==> config.mk <==
export PLATFORM = sky130hd
export DESIGN_NAME = display_loader
export DESIGN_NICKNAME = d
export VERILOG_FILES = /design/src/rtl/display_loader.sv
export SDC_FILE = /design/constraint.sdc
export NUM_CORES = 1
export LEC_CHECK = 0
export BUFFER_PORTS_ARGS = -buffer_cell sky130_fd_sc_hd__buf_2
export CORE_MARGIN = 5
export CORE_UTILIZATION = 48
export CTS_CLUSTER_DIAMETER = 60
export DETAILED_ROUTE_END_ITERATION = 10
export GPL_TIMING_DRIVEN = 0
export PLACE_DENSITY = 0.75
export SLEW_MARGIN = 20
export SYNTH_ARGS = -nofsm -noshare
export SYNTH_HDL_FRONTEND = slang
export SYNTH_SLANG_ARGS = --single-unit
export TNS_END_PERCENT = 1
==> constraint.sdc <==
create_clock -name clk -period 1.63 [get_ports clk]
set_input_delay 0 -clock clk [delete_from_list [all_inputs] [get_ports clk]]
set_output_delay 0 -clock clk [all_outputs]
set_load 0.05 [all_outputs]
==> src/rtl/display_loader.sv <==
// display_loader: serially loads NUM_DIGITS 5-bit codes into a multiplexed
// display through its digit/latch interface. The display captures on the latch
// falling edge; the first code shifted ends up at the highest position.
//
// Build option: define DISPLAY_LOADER_LEADING_BLANK_EN to replace a zero code
// at the highest position with BLANK_CODE when the snapshot is taken.
//
// state | meaning
// IDLE  | waiting for start or a pending request
// SETUP | digit_out presented, latch low
// HIGH  | latch high, digit_out stable
// HOLD  | latch low (capture edge on entry), digit_out held
// DONE  | one-cycle done pulse, busy low
module display_loader #(
  parameter int         NUM_DIGITS = 6,
  parameter int         SETUP_CYC  = 1,
  parameter int         HIGH_CYC   = 2,
  parameter int         HOLD_CYC   = 1,
  parameter logic [4:0] BLANK_CODE = 5'd31
) (
  input  logic                    clk,
  input  logic                    rst,
  input  logic                    start,
  input  logic [5*NUM_DIGITS-1:0] digits_in,
  output logic [4:0]              digit_out,
  output logic                    latch_out,
  output logic                    busy,
  output logic                    done
);

  localparam int MAX_SH  = (SETUP_CYC > HIGH_CYC) ? SETUP_CYC : HIGH_CYC;
  localparam int MAX_CYC = (MAX_SH > HOLD_CYC) ? MAX_SH : HOLD_CYC;
  localparam int PH_W    = (MAX_CYC > 1) ? $clog2(MAX_CYC) : 1;
  localparam logic [2:0] LAST_IDX = 3'(NUM_DIGITS - 1);

`ifdef DISPLAY_LOADER_LEADING_BLANK_EN
  localparam bit BLANK_EN = 1'b1;
`else
  localparam bit BLANK_EN = 1'b0;
`endif

  typedef enum logic [2:0] {
    S_IDLE,
    S_SETUP,
    S_HIGH,
    S_HOLD,
    S_DONE
  } state_t;

  state_t            r_state;
  state_t            w_state_nxt;
  logic [4:0]        r_snap    [NUM_DIGITS];
  logic [4:0]        w_snap_in [NUM_DIGITS];
  logic [2:0]        r_index;
  logic [PH_W-1:0]   r_phase;
  logic              r_pending;
  logic [4:0]        r_digit;
  logic              w_launch;
  logic              w_phase_tc;
  logic              w_step_digit;

  // Unpack the incoming word, optionally blanking a leading zero.
  always_comb begin
    for (int k = 0; k < NUM_DIGITS; k++) begin
      w_snap_in[k] = digits_in[5*k +: 5];
    end
    if (BLANK_EN && (w_snap_in[NUM_DIGITS-1] == 5'd0)) begin
      w_snap_in[NUM_DIGITS-1] = BLANK_CODE;
    end
  end

  // Next-state decode; each timed phase ends on the counter's terminal count.
  always_comb begin
    w_state_nxt  = r_state;
    w_launch     = 1'b0;
    w_phase_tc   = (r_phase == '0);
    w_step_digit = 1'b0;
    case (r_state)
      S_IDLE: begin
        if (start || r_pending) begin
          w_launch    = 1'b1;
          w_state_nxt = S_SETUP;
        end
      end
      S_SETUP: if (w_phase_tc) w_state_nxt = S_HIGH;
      S_HIGH:  if (w_phase_tc) w_state_nxt = S_HOLD;
      S_HOLD: begin
        if (w_phase_tc) begin
          if (r_index == 3'd0) begin
            w_state_nxt = S_DONE;
          end else begin
            w_state_nxt  = S_SETUP;
            w_step_digit = 1'b1;
          end
        end
      end
      S_DONE:  w_state_nxt = S_IDLE;
      default: w_state_nxt = S_IDLE;
    endcase
  end

  // State register.
  always_ff @(posedge clk) begin
    if (rst) r_state <= S_IDLE;
    else     r_state <= w_state_nxt;
  end

  // Phase timer, digit index, pending request and presented digit.
  always_ff @(posedge clk) begin
    if (rst) begin
      r_index   <= LAST_IDX;
      r_phase   <= '0;
      r_pending <= 1'b0;
      r_digit   <= 5'd0;
    end else begin
      if (w_launch)
        r_pending <= 1'b0;
      else if (start && (r_state != S_IDLE))
        r_pending <= 1'b1;

      if (r_state != w_state_nxt) begin
        case (w_state_nxt)
          S_SETUP: r_phase <= PH_W'(SETUP_CYC - 1);
          S_HIGH:  r_phase <= PH_W'(HIGH_CYC - 1);
          S_HOLD:  r_phase <= PH_W'(HOLD_CYC - 1);
          default: r_phase <= '0;
        endcase
      end else if (!w_phase_tc) begin
        r_phase <= r_phase - 1'b1;
      end

      if (w_launch) begin
        r_index <= LAST_IDX;
        r_digit <= w_snap_in[NUM_DIGITS-1];
      end else if (w_step_digit) begin
        r_index <= r_index - 3'd1;
        r_digit <= r_snap[r_index - 3'd1];
      end
    end
  end

  // Snapshot is taken only at launch so input changes mid-load are ignored.
  always_ff @(posedge clk) begin
    if (w_launch) begin
      for (int k = 0; k < NUM_DIGITS; k++) begin
        r_snap[k] <= w_snap_in[k];
      end
    end
  end

  assign digit_out = r_digit;
  assign latch_out = (r_state == S_HIGH);
  assign busy      = (r_state == S_SETUP) || (r_state == S_HIGH) || (r_state == S_HOLD);
  assign done      = (r_state == S_DONE);

endmodule
# --- Word-level counts from Yosys, hierarchy flattened ---
# Memory sizes are Yosys's and may differ from the RTL's.
# Index checks and enable logic that the tools add are counted.
word_totals:
  ff_bits: 13
  ramBits: 30
  input_bits: 33
  n_memories: 1
  output_inout_bits: 8
mem_list:
  columns: ["memory", "depth", "word_bits", "rd", "rd_ports_with_merged_regs", "wr", "line", "source"]
  rows:
  - ["r_snap", 6, 5, 1, 0, 6, "52", "logic [4:0] r_snap [NUM_DIGITS];"]
op_classes:
  n_mux: 18
  eq_ne: 6
  reduce_logical: 9
  add_sub_neg: 2
op_table:
  columns: ["op", "n"]
  rows:
  - ["2-to-1 mux 3 bit", 5]
  - ["case mux 3 bit (4 select lines)", 1]
  - ["2-to-1 mux 1 bit", 10]
  - ["2-to-1 mux 5 bit", 2]
  - ["== test 3 x 2 -> 1 bit, second input constant", 3]
  - ["logical NOT 3 bit", 2]
  - ["== test 3 x 1 -> 1 bit, second input constant", 1]
  - ["== test 3 bit, second input constant", 1]
  - ["logical OR 1 bit", 3]
  - ["inequality test 3 bit", 1]
  - ["nonzero test 3 bit", 1]
  - ["subtractor 3 x 1 -> 3 bit, second input constant", 1]
  - ["nonzero test 2 bit", 1]
  - ["OR reduction 2 bit", 1]
  - ["logical AND 1 bit", 1]
  - ["subtractor 1 bit, second input constant", 1]

# --- Depth between registers and ports, before layout ---
depth:
  ltp_word: 7
  mapped_depth: 8
  depth_no_buf: 6

# --- Least setup slack after synthesis ---
# No wires, ideal clock.
synth_path:
  path_type: "register to register"
  start: "register r_index[0]"
  end: "register r_digit[3], in the netlist digit_out[3]"
  slack_ps: -160
  period_less_slack_ps: 1790
  t_arrival_ps: 1687
  stages_incl_launch_ff: 8
  setup_ps: 103
  cell_sequence: "dfxtp_1 > buf_6 > inv_1 > ha_1 > buf_2 > mux4_2 > a21oi_1 > a2111oi_2"
synth_between:
  elab_chain_len: 5
synth_lines:
  columns: ["item", "line", "source"]
  rows:
  - ["from (decl)", "54", "logic [2:0] r_index;"]
  - ["from (signal assigned)", "136", "r_index <= r_index - 3'd1;"]
  - ["branches (longest 5 deep; another with memory (6 x 5 bit))", null, null]
  - ["to (signal assigned)", "134", "r_digit <= w_snap_in[NUM_DIGITS-1];"]
  - ["to (signal assigned)", "137", "r_digit <= r_snap[r_index - 3'd1];"]
  - ["to (decl)", "57", "logic [4:0] r_digit;"]
# Several ways; the timed one is not identified. The select of a mux whose other input is x is not followed.
# A chain may end at the register's enable or synchronous reset.

# --- Final worst setup path ---
layout_path:
  start: "register r_index[0]"
  end: "register r_digit[2], in the netlist digit_out[2]"
# The elaborated chain is that of the path after synthesis.

==> results.cfg <==
[outcome]
status = completed

[global_routing]
grt_overflow = 0
antenna_found_initial = 0
first_global_vias = 1443
grt_pass1_wl_mm = 7.13
grtUsageTotal = 0.184
grt_max_degree = 20

[place]
placed_area_sq_um = 2120
portBuffers = 40
hpwl_mm = 2.43
place_inst = 217
gp_congestion = 0.777

[synthesis]
ys_seq_area_frac = 0.627
synth_compound_area_frac = 0.0703
synth_area_leaders = edfxtp_1 49%, dfxtp_1 14%, mux2i_1 4.9%
synth_fp_nets = 164
syn_avg_cell_area_sq_um = 14.3
yosys.area.top_type = edfxtp_1
synth_warnings = 0
synth_seq_cells = 43
syn_area_sq_um = 1850
synth-adder-area-share = 0.0135
synth_cell_types = 35
synthArstFlopShare = 0
netlist_instances = 129
synthFlopType = edfxtp_1
synthMuxAreaShare = 0.0892
synth_top_cell_area_share = 0.487
synth_top_family_by_area = simple AND/OR/NAND/NOR gates
synth_simple_gate_area_frac = 0.145
synth_edf_count = 30
synth_xor_area_frac = 0.0183

[route]
via_per_inst = 5.14
wirelength_mm = 4.50
drtIter0Drc = 74
routedWlPerCell_um = 16.7
ant_nets = 0
drc = 0
firstDrtPassIters = 5
via_count = 1384

[timing]
fmax_mhz = 617
hold_viol = 0
slew_viol_final = 0
worstMarginPinSlew_ns = 0.587
fin_worst_skew_ns = 0.00670
rsz0062_at_grt = true
fin_crit_ns = 1.62
relSlewSlack = 0.609
final-setup-viol-count = 0
holdWs_ns = 0.396
min_period_over_period = 0.994

[worst_setup_path]
crit_path_max_fanout = 7
path_class = register to register
required_ns = 1.79
rr_worst_depth = 6
crit_path_start_kind = register
worstSetupEndpointType = register
cp.arrival_ns = 1.78

[floorplanning]
initial_utilization = 0.502
die_h_um = 72.1
rows = 22
die_w_um = 72.1
core_sq_um = 3690
dieArea_sq_um = 5200
ios = 41

[cts]
cts_tree = yes
cts_made_buffers = 5
cts_sinks = 43
cts_root_buf = clkbuf_8
insertion_delay_ns = 0.30
cts_buffer_depth = 2
htreeDepth = 2
cts.reportedPaths.clkPinSlew_ns = 0.09

[final_layout]
syn_to_final_growth_pct = 47.6
layout.cells.most_common = buf_2
nFillCells = 251
antennaDiodeCount = 0
multi_input_area_sq_um = 711
ff_latch_area_sq_um = 1160
fin_area_sq_um = 2730
final_cell_mix = 40 x buf_2, 32 x dlygate4sd3_1, 30 x edfxtp_1
instances_no_fill = 269
final_nets = 255
drive_above_1_share = 0.416

[power]
p_sw_frac = 0.362
ir_drop_uv = 910
power_leakage_nw = 1.11
power.density_nw_per_um2 = 1550
power_w = 0.00424
power.switching_w = 0.00154
p_int_w = 0.00270
pwr-share-clk = 0.196
combPwrFrac = 0.394
pwr-share-seq = 0.409

[hold_path]
hp-class = primary input to register
min_path_cells = 2

[job]
cap_violations = 0
path summary, 6_finish.rpt:
| path | from | end | slack [ns] |
|---|---|---|---|
| setup reg to reg | r_index[0] | digit_out[2] | 0.01 |
| hold / removal | digits_in[17] | r_snap[3][2] | 0.40 |
| hold reg to reg | r_state[2] | r_state[0] | 0.55 |
| setup / recovery | r_index[0] | digit_out[2] | 0.01 |
logic make-up (layout without fill, tap and decap cells):
kind of cell / Yosys count / count (layout)
AO/OA/AOI/OAI: 13 / 13
AND/OR/NAND/NOR: 46 / 46
multiplexers: 12 / 12
flip-flops: 43 / 43
buffers and inverters: 10 / 102
adder cells (fa/ha/maj): 2 / 2
XOR/XNOR: 3 / 3
metal layers:
layer | part of all wire | global-route usage
met1 | 0.40 | 0.216
met2 | 0.53 | 0.322
met3 | 0.049 | 0.0471
met5 | 0 | 0
met4 | 0.020 | 0.0710
layout make-up:
class                           count  area share
Inverter                            4     0.00916
Timing Repair inverter              1     0.00183
Sequential cell                    43       0.426
Tap cell                           48      0.0220
Clock buffer                        5      0.0252
Buffer                              4      0.0115
Clock inverter                      3      0.0160
Timing Repair Buffer               85       0.228
Multi-Input combinational cell     76       0.260
cells in the mapped netlist, types with 2 or more instances:
cell type and number:
a2111oi_2 3, a21oi_1 5, buf_6 3, dfxtp_1 13, edfxtp_1 30, ha_1 2
inv_1 3, mux2i_1 9, mux4_1 2, nand2_1 4, nor2_1 16, nor3_1 10
nor3_2 3, nor3b_1 2, nor4_1 4
power groups by stage:
stage	clock, W	sequential (W)	combinational [W]
detailed placement	0	0.00174	0.00130
CTS	0.000835	0.00171	0.00144
global route	0.000895	0.00177	0.00177
finish	0.000832	0.00174	0.00167
floorplan	0	0.00188	0.000846
global placement	0	0.00171	0.00126
registers in the layout (all words and copies together) (netlist names):
| signal | cells |
|---|---|
| r_index | 3 |
| digit_out | 5 |
| r_state | 3 |
| r_pending | 1 |
| r_phase | 1 |
| r_snap | 30 |
stage by stage:
stage          utilization  setup TNS [ns]  worst slack, ns
2_1_floorplan            -         -0.0834          -0.0465
3_3_place_gp         0.574          -0.842           -0.200
3_5_place_dp         0.574           -1.07           -0.239
4_1_cts              0.716         -0.0378          -0.0378
5_1_grt              0.741          -0.247          -0.0768
6_report             0.741               0           0.0101
worst max-delay path, stage by stage (launching register included):
cell	delay, ns
dfxtp_4	0.39
inv_6	0.05
ha_4	0.33
buf_6	0.12
mux4_2	0.32
a21oi_2	0.19
a2111oi_2	0.09
timing repair:
| action | CTS | global route |
|---|---|---|
| hold endpoints to repair | 35 | 0 |
| gates resized for setup | 13 | 9 |
| endpoints found under the setup margin | 7 | 26 |
| hold buffers | 32 | 0 |
| cloned | 1 | 0 |
| setup buffers | 3 | 10 |
| pin swaps | 5 | 7 |
Note: power is estimated with default switching activity, not from simulation.
